File: src/rtl/fb_scanout_pkg.sv
// Shared constants and state encoding for the frame-buffer scanout stage.
package fb_scanout_pkg;

    localparam int FB_AW      = 20;
    localparam int PIX_W      = 24;
    localparam int DEF_WIDTH  = 128;
    localparam int DEF_HEIGHT = 128;

    localparam logic [1:0] S_IDLE  = 2'd0;
    localparam logic [1:0] S_FETCH = 2'd1;
    localparam logic [1:0] S_DRAIN = 2'd2;

    typedef enum logic [1:0] {
        IDLE  = S_IDLE,
        FETCH = S_FETCH,
        DRAIN = S_DRAIN
    } state_t;

    // Counter width that stays at least one bit wide for degenerate sizes.
    function automatic int cnt_bits(input int n);
        return (n > 1) ? $clog2(n) : 1;
    endfunction

endpackage

File: src/rtl/fb_fifo.sv
// Synchronous FIFO with first-word-fall-through: dout shows the head entry
// whenever the FIFO is not empty.
module fb_fifo #(
    parameter int DW    = 24,
    parameter int DEPTH = 4,
    localparam int AW   = $clog2(DEPTH)
) (
    input  logic          clk,
    input  logic          reset,
    input  logic          push,
    input  logic          pop,
    input  logic [DW-1:0] din,
    output logic [DW-1:0] dout,
    output logic          empty,
    output logic          full,
    output logic [AW:0]   count
);

    localparam logic [AW:0] DEPTH_C = (AW + 1)'(DEPTH);

    logic [DW-1:0] mem [DEPTH];
    logic [AW-1:0] wr_ptr;
    logic [AW-1:0] rd_ptr;

    assign dout  = mem[rd_ptr];
    assign empty = (count == '0);
    assign full  = (count == DEPTH_C);

    always_ff @(posedge clk) begin
        if (push) begin
            mem[wr_ptr] <= din;
        end
    end

    // Pointers wrap naturally because DEPTH is a power of two.
    always_ff @(posedge clk or posedge reset) begin
        if (reset) begin
            wr_ptr <= '0;
            rd_ptr <= '0;
            count  <= '0;
        end else begin
            if (push) begin
                wr_ptr <= wr_ptr + AW'(1);
            end
            if (pop) begin
                rd_ptr <= rd_ptr + AW'(1);
            end
            case ({push, pop})
                2'b10:   count <= count + (AW + 1)'(1);
                2'b01:   count <= count - (AW + 1)'(1);
                default: count <= count;
            endcase
        end
    end

    overflow_chk: assert property (@(posedge clk) disable iff (reset) !(push && full && !pop));
    underflow_chk: assert property (@(posedge clk) disable iff (reset) !(pop && empty));

endmodule

File: src/rtl/fb_scanout.sv
// Reads a finished frame from image memory and streams it out as raster
// pixels with SOF/SOL/EOL markers, prefetching into a small FIFO.
module fb_scanout
    import fb_scanout_pkg::*;
#(
    parameter int WIDTH      = DEF_WIDTH,
    parameter int HEIGHT     = DEF_HEIGHT,
    parameter int FIFO_DEPTH = 4
) (
    input  logic             clk,
    input  logic             reset,
    input  logic             start,
    input  logic [FB_AW-1:0] fb_base,
    output logic [FB_AW-1:0] FB_A,
    output logic             FB_REN,
    input  logic [PIX_W-1:0] FB_Q,
    output logic             pix_valid,
    input  logic             pix_ready,
    output logic [PIX_W-1:0] pix_data,
    output logic             pix_sof,
    output logic             pix_sol,
    output logic             pix_eol,
    output logic             busy
);

    localparam int NPIX = WIDTH * HEIGHT;
    localparam int XW   = cnt_bits(WIDTH);
    localparam int YW   = cnt_bits(HEIGHT);
    localparam int PW   = cnt_bits(NPIX);
    localparam int CW   = $clog2(FIFO_DEPTH);

    localparam logic [XW-1:0] X_LAST = XW'(WIDTH - 1);
    localparam logic [YW-1:0] Y_LAST = YW'(HEIGHT - 1);
    localparam logic [PW-1:0] P_LAST = PW'(NPIX - 1);
    localparam logic [CW:0]   CREDIT = (CW + 1)'(FIFO_DEPTH);

    state_t           state;
    logic [FB_AW-1:0] rd_addr;
    logic [PW-1:0]    rd_cnt;
    logic             inflight;
    logic [XW-1:0]    out_x;
    logic [YW-1:0]    out_y;

    logic [CW:0]      fifo_count;
    logic [CW:0]      credit_used;
    logic             fifo_empty;
    logic             fifo_full;
    logic [PIX_W-1:0] fifo_dout;
    logic             pop;
    logic             last_pix;

    fb_fifo #(
        .DW    (PIX_W),
        .DEPTH (FIFO_DEPTH)
    ) u_fifo (
        .clk   (clk),
        .reset (reset),
        .push  (inflight),
        .pop   (pop),
        .din   (FB_Q),
        .dout  (fifo_dout),
        .empty (fifo_empty),
        .full  (fifo_full),
        .count (fifo_count)
    );

    // A read in flight already owns a FIFO slot, so it counts against credit.
    assign credit_used = fifo_count + {{CW{1'b0}}, inflight};
    assign FB_REN      = (state == FETCH) && (credit_used < CREDIT);
    assign FB_A        = rd_addr;

    assign pix_valid = !fifo_empty;
    assign pix_data  = pix_valid ? fifo_dout : '0;
    assign pop       = pix_valid && pix_ready;
    assign last_pix  = (out_x == X_LAST) && (out_y == Y_LAST);

    assign pix_sof = pix_valid && (out_x == '0) && (out_y == '0);
    assign pix_sol = pix_valid && (out_x == '0);
    assign pix_eol = pix_valid && (out_x == X_LAST);

    always_ff @(posedge clk or posedge reset) begin
        if (reset) begin
            state    <= IDLE;
            rd_addr  <= '0;
            rd_cnt   <= '0;
            inflight <= 1'b0;
            out_x    <= '0;
            out_y    <= '0;
            busy     <= 1'b0;
        end else begin
            inflight <= FB_REN;

            if (pop) begin
                if (out_x == X_LAST) begin
                    out_x <= '0;
                    out_y <= out_y + YW'(1);
                end else begin
                    out_x <= out_x + XW'(1);
                end
            end

            // The IDLE clear is placed after the pop update so a fresh start always wins.
            case (state)
                IDLE: begin
                    if (start) begin
                        rd_addr <= fb_base;
                        rd_cnt  <= '0;
                        out_x   <= '0;
                        out_y   <= '0;
                        busy    <= 1'b1;
                        state   <= FETCH;
                    end
                end
                FETCH: begin
                    if (FB_REN) begin
                        rd_addr <= rd_addr + FB_AW'(1);
                        rd_cnt  <= rd_cnt + PW'(1);
                        if (rd_cnt == P_LAST) begin
                            state <= DRAIN;
                        end
                    end
                end
                DRAIN: begin
                    if (pop && last_pix) begin
                        busy  <= 1'b0;
                        state <= IDLE;
                    end
                end
                default: state <= IDLE;
            endcase
        end
    end

    capture_chk: assert property (@(posedge clk) disable iff (reset) !(inflight && fifo_full && !pop));

endmodule

File: config.mk
export PLATFORM = sky130hd
export DESIGN_NAME = fb_scanout
export DESIGN_NICKNAME = d
export VERILOG_FILES = /design/src/rtl/fb_scanout_pkg.sv /design/src/rtl/fb_fifo.sv /design/src/rtl/fb_scanout.sv
export SDC_FILE = /design/constraint.sdc
export NUM_CORES = 1
export LEC_CHECK = 0
export BUFFER_PORTS_ARGS = -buffer_cell sky130_fd_sc_hd__buf_2
export CAP_MARGIN = 20
export CORE_ASPECT_RATIO = 1.25
export CORE_UTILIZATION = 39
export DETAILED_ROUTE_END_ITERATION = 10
export HOLD_SLACK_MARGIN = 0.03
export PLACE_DENSITY_LB_ADDON = 0.08
export RECOVER_POWER = 50
export SYNTH_ARGS = -nofsm -noshare
export SYNTH_HDL_FRONTEND = slang
export SYNTH_SLANG_ARGS = --single-unit
File: constraint.sdc
create_clock -name clk -period 4.1 [get_ports clk]
set_clock_uncertainty 0.05 [all_clocks]
set_input_delay 0.41 -clock clk [delete_from_list [all_inputs] [get_ports clk]]
set_output_delay 0.41 -clock clk [all_outputs]
set_load 0.1 [all_outputs]
### Word level (Yosys, flattened, before mapping)

Memory sizes are Yosys's and may differ from the RTL's.
Cells that the tools add are included.

* bits of input ports: 48
* output and inout bits: 50
* memories kept: 1
* word-level logic and storage cells: 76
* flip-flop bits (word level): 59
* bits in writable memories: 96

Memory list
* u_fifo.mem: words 4, bits a word 24, read ports 1, clocked after Yosys merged registers in 0, wr ports 1, line fb_fifo.sv:21 `logic [DW-1:0] mem [DEPTH];`

* add/sub/neg operators: 9
* equality and inequality tests: 11
* mux-type cells: 26
* order comparisons: 1
* reductions and logical operators: 18

Operator list (number)
* $mux 7: 8
* $mux 20: 2
* $pmux 20 s2: 1
* $mux 14: 2
* $pmux 14 s2: 1
* $mux 24: 1
* $add 20x1->20 const B: 1
* $add 14x1->14 const B: 1
* $add 7x1->7 const B: 2
* $eq 14x14->1 const B: 1
* $eq 7x7->1 const B: 2
* $logic_not 7->1: 2
* $mux 2: 4
* $logic_and 1x1->1: 7
* $ne 2x2->1 const B: 3
* $pmux 2 s3: 1
* $pmux 3 s2: 1
* $reduce_and 3->1: 2
* $reduce_bool 2->1: 3
* $add 2x1->2 const B: 2
* $eq 2x1->1 const B: 2
* $eq 2x2->1 const B: 2
* $mux 1: 4
* $reduce_and 4->1: 1
* 9 further kinds: 9

### Longest topological paths before layout

* word-level depth: 6
* depth in mapped cells: 9
* depth with buffers taken out: 8

### Cells and area by module

From an unflattened synthesis, not the netlist that was laid out.

* cells, all modules: 530
* area, all modules: 7143.1 sq um

Modules (own cells, without submodules)
* fb_fifo: times used 1, cells an instance 163, seq. area each 3057.9 sq um, area each 3911.3 sq um
* fb_scanout: times used 1, cells an instance 367, seq. area each 1301.2 sq um, area each 3231.8 sq um

### Worst setup path after synthesis

No wires, ideal clock.

* path type: reg-to-output
* start: register out_x[3]
* end: output port pix_sof
* required time: 3.640 ns
* setup slack: -1.668 ns
* arrival: 5.308 ns
* cell stages (with the launch flop): 4
* path buffers: 0
* path through: dfrtp_1 > or4_1 > nor4b_1 > and4b_1

* word-level cells in the longest chain between the ends: 3

Ends and longest elaborated chain
* start: declaration: line fb_scanout.sv:41 `logic [XW-1:0] out_x;`
* start signal: assignment: line fb_scanout.sv:98 `out_x <= out_x + XW'(1);`
* $logic_not 7->1
* $logic_and 1x1->1
* via pix_sol: line fb_scanout.sv:21 `output logic pix_sol,`
* $logic_and 1x1->1: line fb_scanout.sv:77 `assign pix_sof = pix_valid && (out_x == '0) && (out_y == '0);`
* end: declaration: line fb_scanout.sv:20 `output logic pix_sof,`

The timed path passes the listed nets, and every way through them passes these cells.

### Worst setup path in the final report

* start: register u_fifo.rd_ptr[0]
* end: output port pix_data[10]

* word-level cells in the longest chain between the ends: 2

Ends and longest elaborated chain
* start: declaration: line fb_fifo.sv:23 `logic [AW-1:0] rd_ptr;`
* start signal: assignment: line fb_fifo.sv:46 `rd_ptr <= rd_ptr + AW'(1);`
* $mem_v2 4x24
* $mux 24: line fb_scanout.sv:73 `assign pix_data = pix_valid ? fifo_dout : '0;`
* end: declaration: line fb_scanout.sv:19 `output logic [PIX_W-1:0] pix_data,`

No other way between the ends.

==> results.md <==
* TritonCTS clock tree: done
* Critical path launch point type: flip-flop
* H-Tree Level Count at 4
* Grt met1 use at 0.220
* YS warnings at 0
* Synthesized area per cell at 13.2 um^2
* Cell chain of the critical path: mux4_2 -> nor2b_1 -> buf_2
* Vias in the first global route at about 5k
* Reg-to-reg critical path startpoint: inflight$_DFF_PP0_
* Element type at the critical path end: output port
* Number of cell instances on the worst register-to-register path at 6
* # Max-Cap Violations at 2
* Chip width at 123 um
* Cell family with most CP delay: flip-flops
* Met2 Resource Use GR at 0.294
* Number of antenna violations at the first check in global routing at 0
* Area of the multi-input gates at 2560 um^2
* Clock transition time at the flip-flop clock pins of the worst setup and hold paths at 70 ps
* Critical path buffers and inverters at 1
* Reg-to-reg endpoint: FB_A[10]$_DFFE_PP0P_
* Storage cell area at 4360 um^2
* Hold Crit Endpoint: u_fifo.mem[0][19]$_DFFE_PP_
* Total negative slack for setup checks at 0 ps
* Violations in the final reports: capacitance limit, slew limit
* Post-synth EDFFs at 96
* Pre-Repair DR Iteration Count at 4
* Clock root buffer: sky130_fd_sc_hd__clkbuf_16
* P&R area growth vs syn at 18.1%
* Synthesized instance count at around 540
* Commonest non-fill, non-tap cells in the layout: sky130_fd_sc_hd__edfxtp_1 (96), sky130_fd_sc_hd__buf_2 (73), sky130_fd_sc_hd__dfrtp_1 (58)
* Setup repair after global routing missed its margin: no
* Crit Path Class: reg2out
* Final cycle utilization of the critical path at 0.708
* Commonest non-fill, non-tap cell in the layout: sky130_fd_sc_hd__edfxtp_1
* First-pass GRT wire length at approximately 25000 um
* Slack of the critical path at 1200 ps
* Vert. Die Dim at 153 um
* Final Net Count at between 600 and 700
* Total half-perimeter wirelength after legalization and detailed placement at 9940 um
* Most crowded layer after global routing: met2
* Port buffer count at 97
* Routed WL per cell at between 15 and 20 um
* Number of distinct standard cells referenced by the synthesized netlist at 63
* Tmin final at ~2900 ps
* Count of routing violations after the opening detailed-route iteration at about 210
* Met3 Track Usage GR at 0.0511
* Final Max Slew Viols at 55
* Netlist area before placement at 7110 um^2
* Cts bufs inserted at 17
* Worst endpoint data arrival time at 2440 ps
* FFs w/ async S/R, synth at 0.381
* Number of design rule violations left after detail routing at 0
* Post-Syn Nets at between 500 and 600
* Worst stage delay on the critical path at approximately 950 ps
* Filler cell count at 1587
* Path class of the lowest-slack min-delay path: in2reg
* Total setup violations reported at the end of the flow at 0
* Number of diodes added for antenna fixing at 0
* Number of hold violations in the final report at 0
* Maximum number of buffers from clock root to sink at 2
* Hold path depth at 1
* Critical path's slowest cell: sky130_fd_sc_hd__dfrtp_2
* Remaining global-route overflow at 0
* Final WL at 15700 um
* Via count at 4805
* Placer congestion estimate at 0.790
* Via density per instance at approximately 5.5
* Rows at 54
* ANT nets after route at 0
* Worst relative slew slack at -0.120
* Pin count of the biggest net entering global routing at 40
* Clock insertion delay at the later pin of the skew report at 420 ps
* Worst setup slack after placement at roughly 1400 ps
* Number of register bits inferred by synthesis at 155
* Worst Path Required at 3640 ps
* Most common flop cell mapped by yosys: sky130_fd_sc_hd__edfxtp_1
* Floorplan core area at 17600 um^2
* Post-CTS Setup Bufs at 0
* Share of synthesized area occupied by flip-flops and latches at 0.613
* Worst slew pin tran at 1680 ps
* Run status: finished, violations left
* Number of buffers inserted for hold repair after clock tree synthesis at 0
* # clock sinks at ~160
* Upper clock frequency limit at 344 MHz
* Proportion of layout cells with a drive suffix above 1 at 0.236
* Resized Gates After CTS at 0
* Startpoint of the lowest-slack hold path: FB_Q[19]
* Initial standard-cell utilization of the core at 0.403
* DIE AREA at 18800 um^2
* Tot GR Track Use at 0.178
* Peak fanout along the critical path at 26
* Setup slack, reg-to-reg at roughly 1400 ps
* Number of primary I/O pins at 98
-- cell usage after synthesis (all sizes together), types with 2 or more instances --
cell type	instances	area, um^2
a2111oi	3	26.3
a211oi	6	45.0
a21oi	24	124
a22oi	2	15.0
a311oi	3	26.3
a31o	4	35.0
a31oi	6	37.5
a41oi	2	17.5
and2	5	31.3
and3	10	62.6
and4	4	35.0
buf	11	60.1
clkbuf	20	76.3
dfrtp	59	1480
edfxtp	96	2880
ha	11	138
inv	22	82.6
mux2i	3	33.8
mux4	24	541
nand2	26	97.6
nand2b	2	12.5
nand3	21	105
nand4	14	93.8
nor2	25	93.8
nor2b	25	156
nor3	13	65.1
nor3b	3	22.5
nor4	12	75.1
o211ai	2	15.0
o21ai	14	70.1
o22a	3	26.3
o22ai	6	37.5
o2bb2a	2	20.0
o2bb2ai	6	52.6
o31ai	8	65.1
o41ai	2	17.5
or3	5	31.3
or4	9	71.3
xnor2	8	70.1
xor2	6	52.6
-- per-stage QoR --
step / hold slack [ps] / cell area, um^2 / utilization / instances
after floorplan: 438 / 7130 / - / 539
after global placement: 445 / 7860 / 0.446 / 841
after detailed placement: 443 / 7860 / 0.446 / 841
after CTS: 45.9 / 8440 / 0.478 / 873
after global routing: 172 / 8400 / 0.476 / 873
final: 186 / 8400 / 0.476 / 873
-- area by class of cell --
cell class / count / share of cell area
Timing Repair Buffer: 109 / 0.0641
Clock inverter: 15 / 0.0180
Sequential cell: 155 / 0.519
Tap cell: 224 / 0.0334
Multi-Input combinational cell: 331 / 0.305
Clock buffer: 17 / 0.0506
Inverter: 22 / 0.00983
-- flip-flops by register name (all words and copies together) (netlist names) --
| register | count |
|---|---|
| FB_A | 20 |
| u_fifo.mem | 96 |
| inflight | 1 |
| u_fifo.rd_ptr | 2 |
| u_fifo.count | 3 |
| out_x | 7 |
| busy | 1 |
| u_fifo.wr_ptr | 2 |
| out_y | 7 |
| rd_cnt | 14 |
| state | 2 |
-- logic make-up (layout without fill, tap and decap cells) --
family | count (synthesis) | after routing | synth area share
xor gates and xnor gates | 14 | 14 | 0.0172
buffers and inverters | 53 | 163 | 0.0308
and+or+nand+nor | 179 | 179 | 0.140
DFF | 155 | 155 | 0.613
AOI/OAI and AO/OA | 99 | 99 | 0.0964
muxes | 27 | 27 | 0.0807
adders and majority gates | 12 | 12 | 0.0222
-- layer usage --
| layer | up-vias | part of all wire |
|---|---|---|
| li1 | 2296 | - |
| met1 | 2379 | 0.43 |
| met2 | 111 | 0.51 |
| met3 | 19 | 0.050 |
| met4 | 0 | 0.014 |
| met5 | - | 0 |
-- worst max path at each step --
stage,startpoint,end,slack [ps],cells after the start
after floorplan,out_x[3]$_DFF_PP0_,pix_sof,590,3
after global placement,inflight$_DFF_PP0_,FB_A[10]$_DFFE_PP0P_,1480,6
after detailed placement,inflight$_DFF_PP0_,FB_A[10]$_DFFE_PP0P_,1420,6
after CTS,u_fifo.rd_ptr[0]$_DFFE_PP0P_,pix_data[10],1070,3
after global routing,u_fifo.rd_ptr[0]$_DFFE_PP0P_,pix_data[10],980,3
final,u_fifo.rd_ptr[0]$_DFFE_PP0P_,pix_data[10],1200,3
Power is not shown: default switching activity piles up to over one toggle a cycle in this logic, so the estimate is an artifact.
